==> config.mk <==
export PLATFORM = sky130hd
export DESIGN_NAME = shift_add_mul_sequencer_flat
export DESIGN_NICKNAME = d
export VERILOG_FILES = /design/src/rtl/shift_add_mul_sequencer_pkg.sv /design/src/rtl/shift_add_mul_sequencer_if.sv /design/src/rtl/shift_add_mul_sequencer_datapath.sv /design/src/rtl/shift_add_mul_sequencer.sv /design/src/flat_wrapper.sv
export SDC_FILE = /design/constraint.sdc
export NUM_CORES = 1
export LEC_CHECK = 0
export ABC_AREA = 1
export CELL_PAD_IN_SITES_DETAIL_PLACEMENT = 1
export CELL_PAD_IN_SITES_GLOBAL_PLACEMENT = 1
export CORE_MARGIN = 3
export CORE_UTILIZATION = 38
export CTS_BUF_LIST = sky130_fd_sc_hd__clkbuf_4
export CTS_CLUSTER_DIAMETER = 50
export CTS_CLUSTER_SIZE = 8
export DETAILED_ROUTE_END_ITERATION = 8
export PLACE_DENSITY_LB_ADDON = 0.1
export SLEW_MARGIN = 20
export SYNTH_ARGS = -nofsm -noshare
export SYNTH_HDL_FRONTEND = slang
export SYNTH_SLANG_ARGS = --single-unit
==> constraint.sdc <==
create_clock -name clk -period 2.4 [get_ports clk]
set_input_delay 0.48 -clock clk [delete_from_list [all_inputs] [get_ports clk]]
set_output_delay 0.48 -clock clk [all_outputs]
set_load 0.005 [all_outputs]
==> src/rtl/shift_add_mul_sequencer_pkg.sv <==
// Shared types and constants for the shift-and-add multiply sequencer.
// Shift codes are also understood by the RSH shift register.
package shift_add_mul_sequencer_pkg;

    localparam int IN_WIDTH  = 4;
    localparam int OUT_WIDTH = 2 * IN_WIDTH;

    typedef enum logic [2:0] {
        IDLE  = 3'd0,
        LOAD  = 3'd1,
        CALC  = 3'd2,
        WRITE = 3'd3,
        DONE  = 3'd4
    } state_t;

    localparam logic [1:0] SHIFT_HOLD = 2'b00;
    localparam logic [1:0] SHIFT_RSH  = 2'b01;
    localparam logic [1:0] SHIFT_LSH  = 2'b10;

endpackage

==> src/rtl/shift_add_mul_sequencer_if.sv <==
// Request/strobe bundle between control unit, register file and sequencer.
// master drives the request; slave is the sequencer.
interface shift_add_mul_sequencer_if #(
    parameter int IN_WIDTH  = 4,
    parameter int OUT_WIDTH = 8
);

    logic                 start;
    logic [IN_WIDTH-1:0]  a_in;
    logic [IN_WIDTH-1:0]  b_in;
    logic                 busy;
    logic                 done;
    logic                 ld_a;
    logic                 ld_b;
    logic                 ld_o;
    logic [IN_WIDTH-1:0]  a_out;
    logic [IN_WIDTH-1:0]  b_out;
    logic [1:0]           shift_state;
    logic [OUT_WIDTH-1:0] o_data;
    logic [OUT_WIDTH-1:0] product;

    modport master (
        output start, a_in, b_in,
        input  busy, done, ld_a, ld_b, ld_o,
        input  a_out, b_out, shift_state, o_data, product
    );

    modport slave (
        input  start, a_in, b_in,
        output busy, done, ld_a, ld_b, ld_o,
        output a_out, b_out, shift_state, o_data, product
    );

endinterface

==> src/rtl/shift_add_mul_sequencer_datapath.sv <==
// Shift-and-add core: multiplicand, multiplier, accumulator, iteration count.
// load primes a new operation; step runs one iteration.
module shift_add_datapath
    import shift_add_mul_sequencer_pkg::*;
#(
    parameter int IN_WIDTH  = 4,
    parameter int OUT_WIDTH = 8
) (
    input  logic                 clk,
    input  logic                 reset,
    input  logic                 load,
    input  logic                 step,
    input  logic [IN_WIDTH-1:0]  a,
    input  logic [IN_WIDTH-1:0]  b,
    output logic [OUT_WIDTH-1:0] acc,
    output logic                 last
);

    localparam int CW = $clog2(IN_WIDTH + 1);

    logic [OUT_WIDTH-1:0] mcand;
    logic [IN_WIDTH-1:0]  mplier;
    logic [CW-1:0]        cnt;
    logic [OUT_WIDTH-1:0] addend;

    assign addend = mplier[0] ? mcand : '0;
    assign last   = (cnt == CW'(IN_WIDTH - 1));

    always_ff @(posedge clk) begin
        if (reset) begin
            mcand  <= '0;
            mplier <= '0;
            acc    <= '0;
            cnt    <= '0;
        end else if (load) begin
            mcand  <= OUT_WIDTH'(a);
            mplier <= b;
            acc    <= '0;
            cnt    <= '0;
        end else if (step) begin
            acc    <= acc + addend;
            mcand  <= mcand << 1;
            mplier <= mplier >> 1;
            cnt    <= cnt + 1'b1;
        end
    end

endmodule

==> src/rtl/shift_add_mul_sequencer.sv <==
// Sequences register-file loads and RSH shifting for a 4x4 multiply.
// Control FSM and strobe decode; arithmetic lives in shift_add_datapath.
module shift_add_mul_sequencer
    import shift_add_mul_sequencer_pkg::*;
#(
    parameter int IN_WIDTH  = 4,
    parameter int OUT_WIDTH = 8
) (
    input  logic clk,
    input  logic reset,
    shift_add_mul_sequencer_if.slave bus
);

    state_t               state;
    state_t               state_n;
    logic                 accept;
    logic                 step;
    logic                 last;
    logic [OUT_WIDTH-1:0] acc;
    logic [IN_WIDTH-1:0]  a_q;
    logic [IN_WIDTH-1:0]  b_q;
    logic [OUT_WIDTH-1:0] product_q;

    assign accept = (state == IDLE) && bus.start;
    assign step   = (state == CALC);

    shift_add_datapath #(
        .IN_WIDTH  (IN_WIDTH),
        .OUT_WIDTH (OUT_WIDTH)
    ) u_dp (
        .clk   (clk),
        .reset (reset),
        .load  (accept),
        .step  (step),
        .a     (bus.a_in),
        .b     (bus.b_in),
        .acc   (acc),
        .last  (last)
    );

    always_ff @(posedge clk) begin
        if (reset) state <= IDLE;
        else       state <= state_n;
    end

    always_comb begin
        state_n = state;
        unique case (state)
            IDLE:    if (bus.start) state_n = LOAD;
            LOAD:    state_n = CALC;
            CALC:    if (last) state_n = WRITE;
            WRITE:   state_n = DONE;
            DONE:    state_n = IDLE;
            default: state_n = IDLE;
        endcase
    end

    always_ff @(posedge clk) begin
        if (reset) begin
            a_q       <= '0;
            b_q       <= '0;
            product_q <= '0;
        end else begin
            if (accept) begin
                a_q <= bus.a_in;
                b_q <= bus.b_in;
            end
            if (state == WRITE) product_q <= acc;
        end
    end

    // o_data shows acc while writing, then holds the committed product
    assign bus.o_data      = (state == WRITE) ? acc : product_q;
    assign bus.product     = product_q;
    assign bus.a_out       = a_q;
    assign bus.b_out       = b_q;
    assign bus.busy        = (state != IDLE);
    assign bus.done        = (state == DONE);
    assign bus.ld_a        = (state == LOAD);
    assign bus.ld_b        = (state == LOAD);
    assign bus.ld_o        = (state == WRITE);
    assign bus.shift_state = (state == CALC) ? SHIFT_RSH : SHIFT_HOLD;

endmodule

==> src/flat_wrapper.sv <==
// flat-port wrapper written by rule: the top's interface ports become plain ports
module shift_add_mul_sequencer_flat import shift_add_mul_sequencer_pkg::*;
#(
    parameter int IN_WIDTH  = 4,
    parameter int OUT_WIDTH = 8
)
  (clk, reset, bus_start, bus_a_in, bus_b_in, bus_busy, bus_done, bus_ld_a, bus_ld_b, bus_ld_o, bus_a_out, bus_b_out, bus_shift_state, bus_o_data, bus_product);
  shift_add_mul_sequencer_if #(.IN_WIDTH(IN_WIDTH), .OUT_WIDTH(OUT_WIDTH)) bus_i ();
  input  logic clk;
  input  logic reset;
  input wire logic [$bits(bus_i.start)-1:0] bus_start;
  input wire logic [$bits(bus_i.a_in)-1:0] bus_a_in;
  input wire logic [$bits(bus_i.b_in)-1:0] bus_b_in;
  output wire logic [$bits(bus_i.busy)-1:0] bus_busy;
  output wire logic [$bits(bus_i.done)-1:0] bus_done;
  output wire logic [$bits(bus_i.ld_a)-1:0] bus_ld_a;
  output wire logic [$bits(bus_i.ld_b)-1:0] bus_ld_b;
  output wire logic [$bits(bus_i.ld_o)-1:0] bus_ld_o;
  output wire logic [$bits(bus_i.a_out)-1:0] bus_a_out;
  output wire logic [$bits(bus_i.b_out)-1:0] bus_b_out;
  output wire logic [$bits(bus_i.shift_state)-1:0] bus_shift_state;
  output wire logic [$bits(bus_i.o_data)-1:0] bus_o_data;
  output wire logic [$bits(bus_i.product)-1:0] bus_product;
  assign bus_i.start = bus_start;
  assign bus_i.a_in = bus_a_in;
  assign bus_i.b_in = bus_b_in;
  assign bus_busy = bus_i.busy;
  assign bus_done = bus_i.done;
  assign bus_ld_a = bus_i.ld_a;
  assign bus_ld_b = bus_i.ld_b;
  assign bus_ld_o = bus_i.ld_o;
  assign bus_a_out = bus_i.a_out;
  assign bus_b_out = bus_i.b_out;
  assign bus_shift_state = bus_i.shift_state;
  assign bus_o_data = bus_i.o_data;
  assign bus_product = bus_i.product;
  shift_add_mul_sequencer #(.IN_WIDTH(IN_WIDTH), .OUT_WIDTH(OUT_WIDTH)) u_core (.clk(clk), .reset(reset), .bus(bus_i));
endmodule
==> results of run 1 <==
==> how the worst max path moves through the flow <==
stage,to,slack [ns]
floorplan,u_core.u_dp.acc[4],0.70
detailed placement,bus_o_data[0],0.32
global route,bus_o_data[4],-0.04
finish,bus_o_data[6],0.1
global placement,bus_o_data[1],0.39
CTS,bus_o_data[3],0.01
==> logic make-up (layout without fill, tap and decap cells) <==
family / after synthesis / count (layout) / share of synthesized area
buffers and inverters: 53 / 95 / 0.114
adders and majority gates: 10 / 10 / 0.0638
other: 1 / 1 / 0.00180
and+or+nand+nor: 141 / 142 / 0.309
DFF: 42 / 42 / 0.405
AOI/OAI and AO/OA: 33 / 33 / 0.0939
xor gates and xnor gates: 3 / 3 / 0.0126
==> placed cells by master (no fill, tap or decap), types with 2 or more instances in the layout <==
cell,instances
a21oi_1,12
buf_4,4
bufinv_16,2
clkbuf_4,5
clkdlybuf4s50_1,40
dfxtp_1,39
dfxtp_2,2
ha_1,9
inv_1,37
inv_2,4
inv_4,2
nand2_1,72
nand2_2,2
nand3_1,21
nand3b_1,3
nor2_1,26
nor2_4,3
nor3_1,2
o21a_1,3
o21ai_0,2
o21ai_1,4
o21ai_2,7
or2_2,10
xnor2_1,2
==> critical path, cell delays in order (launching register included) <==
cell             delay, ns
dfxtp_4               0.40
nand2_2               0.08
nor2_2                0.20
or2_2                 0.15
o21ai_2               0.06
inv_1                 0.07
clkdlybuf4s50_1       0.49
==> area by class of cell <==
type                            count  area (um^2)
Fill cell                         676         2530
Multi-Input combinational cell    189         1030
Sequential cell                    42          847
Timing Repair Buffer               44          430
Inverter                           43          166
Tap cell                           70         87.6
Clock inverter                      3         68.8
Clock buffer                        5         37.5
==> stage by stage <==
stage | util | total power (uW) | setup TNS, ns
2_1_floorplan | - | 1080 | 0
3_3_place_gp | 0.485 | 1260 | 0
3_5_place_dp | 0.485 | 1280 | 0
5_1_grt | 0.513 | 1950 | -0.0691
6_report | 0.513 | 1840 | 0
4_1_cts | 0.506 | 1850 | 0
==> state kept, by name, summed over array words and instances (netlist names) <==
name                flops
u_core.u_dp.mcand       8
u_core.state            3
u_core.bus.b_out        4
u_core.u_dp.mplier      4
u_core.u_dp.acc         8
u_core.bus.a_out        4
u_core.u_dp.cnt         3
u_core.bus.product      8
==> what timing repair did <==
item / 4_1_cts / 5_1_grt
endpoints found under the setup margin: 8 / 8
setup buffers: 0 / 0
pin swaps: 0 / 1
hold buffers: 0 / 0
resized for setup: 5 / 11
cloned: 0 / 1
==> power groups by stage <==
stage | clock [uW] | combinational (uW) | sequential, uW
finish | 569 | 467 | 807
global route | 613 | 521 | 816
CTS | 586 | 466 | 803
detailed placement | 0 | 461 | 817
global placement | 0 | 449 | 815
floorplan | 0 | 277 | 807
==> routing by layer <==
| layer | GRT usage | wire, um | up-vias |
|---|---|---|---|
| met5 | 0 | 0 | - |
| met4 | 0.0405 | 46 | 0 |
| met3 | 0.0395 | 192 | 4 |
| met2 | 0.301 | 2660 | 34 |
| met1 | 0.241 | 2590 | 901 |
| li1 | - | - | 963 |
==> impl_metrics.json, run 1 <==
{
  "grt_max_degree": 26,
  "clkLatencyLatePin_ns": 0.36,
  "p_seq_frac": 0.438,
  "cp_data_required_time_ns": 1.92,
  "place_area_um2": 2520,
  "ys_warn_count": 0,
  "synthTopCellsByArea": "dfxtp_1, nand2_1, inv_1",
  "fp.dieH_um": 80.0,
  "clock_path_buffers": 2,
  "drt_iter0_drc": 81,
  "power.internal_uw": 1300,
  "worstPathArrival_ns": 1.82,
  "insertedDiodeCount": 0,
  "layout-drive-gt1-share": 0.150,
  "wl_per_cell_um": 13.9,
  "final_max_slew_viol_count": 0,
  "fin_cells": 396,
  "place.gp.congestion": 0.794,
  "synth_top_cell_by_area": "dfxtp_1",
  "io_pins": 42,
  "area_delta_synth_final_pct": 28.6,
  "startpoint_type": "register",
  "viasPerCell": 4.80,
  "whs_ns": 0.458,
  "avgSynthCellArea_um2": 7.34,
  "p_sw_uw": 541,
  "overflow": 0,
  "num_rows": 26,
  "ant_nets": 0,
  "die-area_um2": 6390,
  "clock_skew_ns": 0.0145,
  "seq_area_frac_synth": 0.405,
  "setup_slack_ns": 0.0992,
  "reg2reg_setup_slack_ns": 0.46,
  "fin_crit_ns": 2.30,
  "grt_pass1_wl_um": 9160,
  "syn_inst": 283,
  "swShare": 0.293,
  "netlist.area_leader.share": 0.405,
  "endpoint_kind": "primary output",
  "p_leak_uw": 0.00131,
  "nets": 346,
  "hold_end": "u_core.bus.b_out[3]",
  "cts_sinks": 42,
  "first_pass_iters": 4,
  "dp_slack_ns": 0.316,
  "reg2regPathDepth": 13,
  "synth_common_cells": "nand2_1, dfxtp_1, inv_1",
  "synthMostInstantiatedCell": "nand2_1",
  "p_per_area_nw_per_um2": 690,
  "die_w_um": 80.0,
  "min_from": "u_core.bus.b_out[3]",
  "cp_max_fo": 5,
  "postSynth.asyncResetShare": 0,
  "ys.flop_type": "dfxtp_1",
  "status": "finished, final reports clean",
  "antenna_found_initial": 0,
  "dp_hpwl_um": 4220,
  "min_path_type": "register to register",
  "max_freq_mhz": 435,
  "synth-seq-cells": 42,
  "tritoncts": "done",
  "hold_violations": 0,
  "peakVddDrop_mv": 0.534,
  "p_clk_frac": 0.308,
  "r2r-end": "u_core.u_dp.acc[6]",
  "cts_buffers": 5,
  "rsz0062_at_grt": "yes",
  "fin_crit_sh": 0.959,
  "portBuffers": 40,
  "core_um2": 5200,
  "synth_edf_count": 0,
  "fin_area_um2": 2670,
  "grt_pass1_vias": 1911,
  "synth_cell_types": 32,
  "r2r_start": "u_core.u_dp.mcand[0]",
  "initial_core_util": 0.399,
  "setup_violations": 0,
  "place_inst": 387,
  "hold_depth": 2,
  "vias": 1902,
  "drt-total-wl_um": 5500,
  "drc_errors": 0,
  "worstSetupPathType": "register to primary output",
  "htree_levels": 2,
  "max-cap-violations": 0,
  "crit_start": "u_core.state[0]",
  "ctsRootBufferMaster": "clkbuf_4",
  "comb_power_share": 0.253,
  "clkSlewWorstSetupHoldPaths_ns": 0.14,
  "grt_usage": 0.182,
  "syn-cell-area_um2": 2080,
  "syn-num-nets": 304
}
No activity file was read; power rests on OpenSTA's default activity.
==> inputs of run 2 (changes only) <==
- CORE_ASPECT_RATIO: unset -> 1.25
- clock period: 2.4 -> 2.3 ns (I/O delays scaled with it)
==> impl_metrics.json, run 2 (synthesized netlist as in run 1, its figures left out) <==
{
  "status": "finished, final reports clean",
  "drt-total-wl_um": 5160,
  "cp_max_fo": 5,
  "fillers": 681,
  "ant_nets": 0,
  "clock_skew_ns": 0.0104,
  "cpPeakStageDelay_ns": 0.44,
  "p_per_area_nw_per_um2": 636,
  "place_inst": 379,
  "core_um2": 5190,
  "fp.dieH_um": 88.7,
  "setup_violations": 0,
  "area_delta_synth_final_pct": 25.5,
  "grt_max_degree": 26,
  "vias": 1866,
  "max-cap-violations": 0,
  "regArea_um2": 850,
  "endpoint_kind": "primary output",
  "crit_start": "u_core.state[0]",
  "wl_per_cell_um": 13.3,
  "grt_pass1_vias": 1927,
  "place.gp.congestion": 0.746,
  "die_w_um": 72.1,
  "min_from": "u_core.bus.a_out[1]",
  "portBuffers": 40,
  "clkSlewWorstSetupHoldPaths_ns": 0.12,
  "num_rows": 29,
  "grt_pass1_wl_um": 8790,
  "multiInputGateArea_um2": 1040,
  "startpoint_type": "register",
  "fin_cells": 387,
  "critical_path.cell_chain": "nand2_4, nor2_4, or2_2, o21ai_1, inv_1, clkdlybuf4s50_1",
  "tritoncts": "done",
  "initial_core_util": 0.401,
  "layout_common_cells": "nand2_1, clkdlybuf4s50_1, dfxtp_1",
  "max_freq_mhz": 455,
  "worstPathArrival_ns": 1.74,
  "cts_hold_buf": 0,
  "insertedDiodeCount": 0,
  "dp_hpwl_um": 4070,
  "layout_commonest_cell": "nand2_1",
  "critPathSlowestCell": "clkdlybuf4s50_1",
  "cts_sinks": 42,
  "fin_crit_ns": 2.20,
  "nets": 346,
  "setup_tns_ns": 0,
  "fin_crit_sh": 0.955,
  "ctsRootBufferMaster": "clkbuf_4",
  "viasPerCell": 4.82,
  "cp_data_required_time_ns": 1.84,
  "rsz0062_at_grt": "no",
  "first_pass_iters": 4,
  "htree_levels": 2,
  "layout-drive-gt1-share": 0.142,
  "cts_buffers": 5,
  "p_leak_uw": 0.00130,
  "drc_errors": 0,
  "die-area_um2": 6400,
  "overflow": 0,
  "r2r_start": "u_core.u_dp.mcand[0]",
  "drt_iter0_drc": 72,
  "min_path_type": "register to register",
  "postCtsSetupRepairBufs": 0,
  "hold_violations": 0,
  "io_pins": 42,
  "clkLatencyLatePin_ns": 0.35,
  "clock_path_buffers": 2,
  "final_max_slew_viol_count": 0,
  "reg2reg_setup_slack_ns": 0.40,
  "grt_usage": 0.176,
  "antenna_found_initial": 0,
  "peakVddDrop_mv": 0.344,
  "worstSetupPathType": "register to primary output"
}
-- run 2: cell type report --
cell class / instances / area share
clock buffer: 5 / 0.0144
clock inverter: 2 / 0.00384
inverter: 43 / 0.0638
multi-input combinational: 189 / 0.398
sequential: 42 / 0.326
tap: 62 / 0.0297
timing repair buffer: 44 / 0.165
-- run 2: repair_timing --
item                                    4_1_cts  5_1_grt
endpoints found under the hold margin         0        0
gates cloned                                  1        0
endpoints found under the setup margin        8        8
resized for setup                             7       10
-- run 2: path summary, 6_finish.rpt --
path                                             to  depth (start not counted)
worst max-delay path                  bus_o_data[3]                          6
worst min-delay path            u_core.bus.a_out[1]                          2
worst max register to register   u_core.u_dp.acc[6]                         13
worst min register to register  u_core.bus.a_out[1]                          2
-- run 2: per-layer routing --
metal	part of all wire	wire [um]	GRT usage
met1	0.43	2190	0.196
met2	0.53	2730	0.332
met3	0.031	159	0.0341
met4	0.013	68	0.0564
met5	0	0	0
-- run 2: per-stage QoR --
step / power, uW / util / worst slack, ns / cell area [um^2] / hold WS (ns)
after floorplan: 1130 / - / 0.596 / 2080 / 0.442
after global placement: 1320 / 0.484 / 0.325 / 2510 / 0.442
after detailed placement: 1330 / 0.484 / 0.269 / 2510 / 0.443
after CTS: 1670 / 0.497 / 0.0301 / 2580 / 0.466
final: 1660 / 0.503 / 0.104 / 2610 / 0.463
after global routing: 1770 / 0.503 / 0.00194 / 2610 / 0.489
-- run 2: worst max-delay path: cells and delay by family (launching register included) --
family / cells / cell delay, ns
AO/OA/AOI/OAI: 1 / 0.10
AND/OR/NAND/NOR: 3 / 0.40
buffers and inverters: 2 / 0.49
flip-flops: 1 / 0.39
-- run 2: power breakdown --
group	total (uW)	leakage [uW]	internal, uW	switching, uW
sequential	844	0.000344	791	52.7
clock	339	0.0000308	110	228
combinational	476	0.000924	226	251
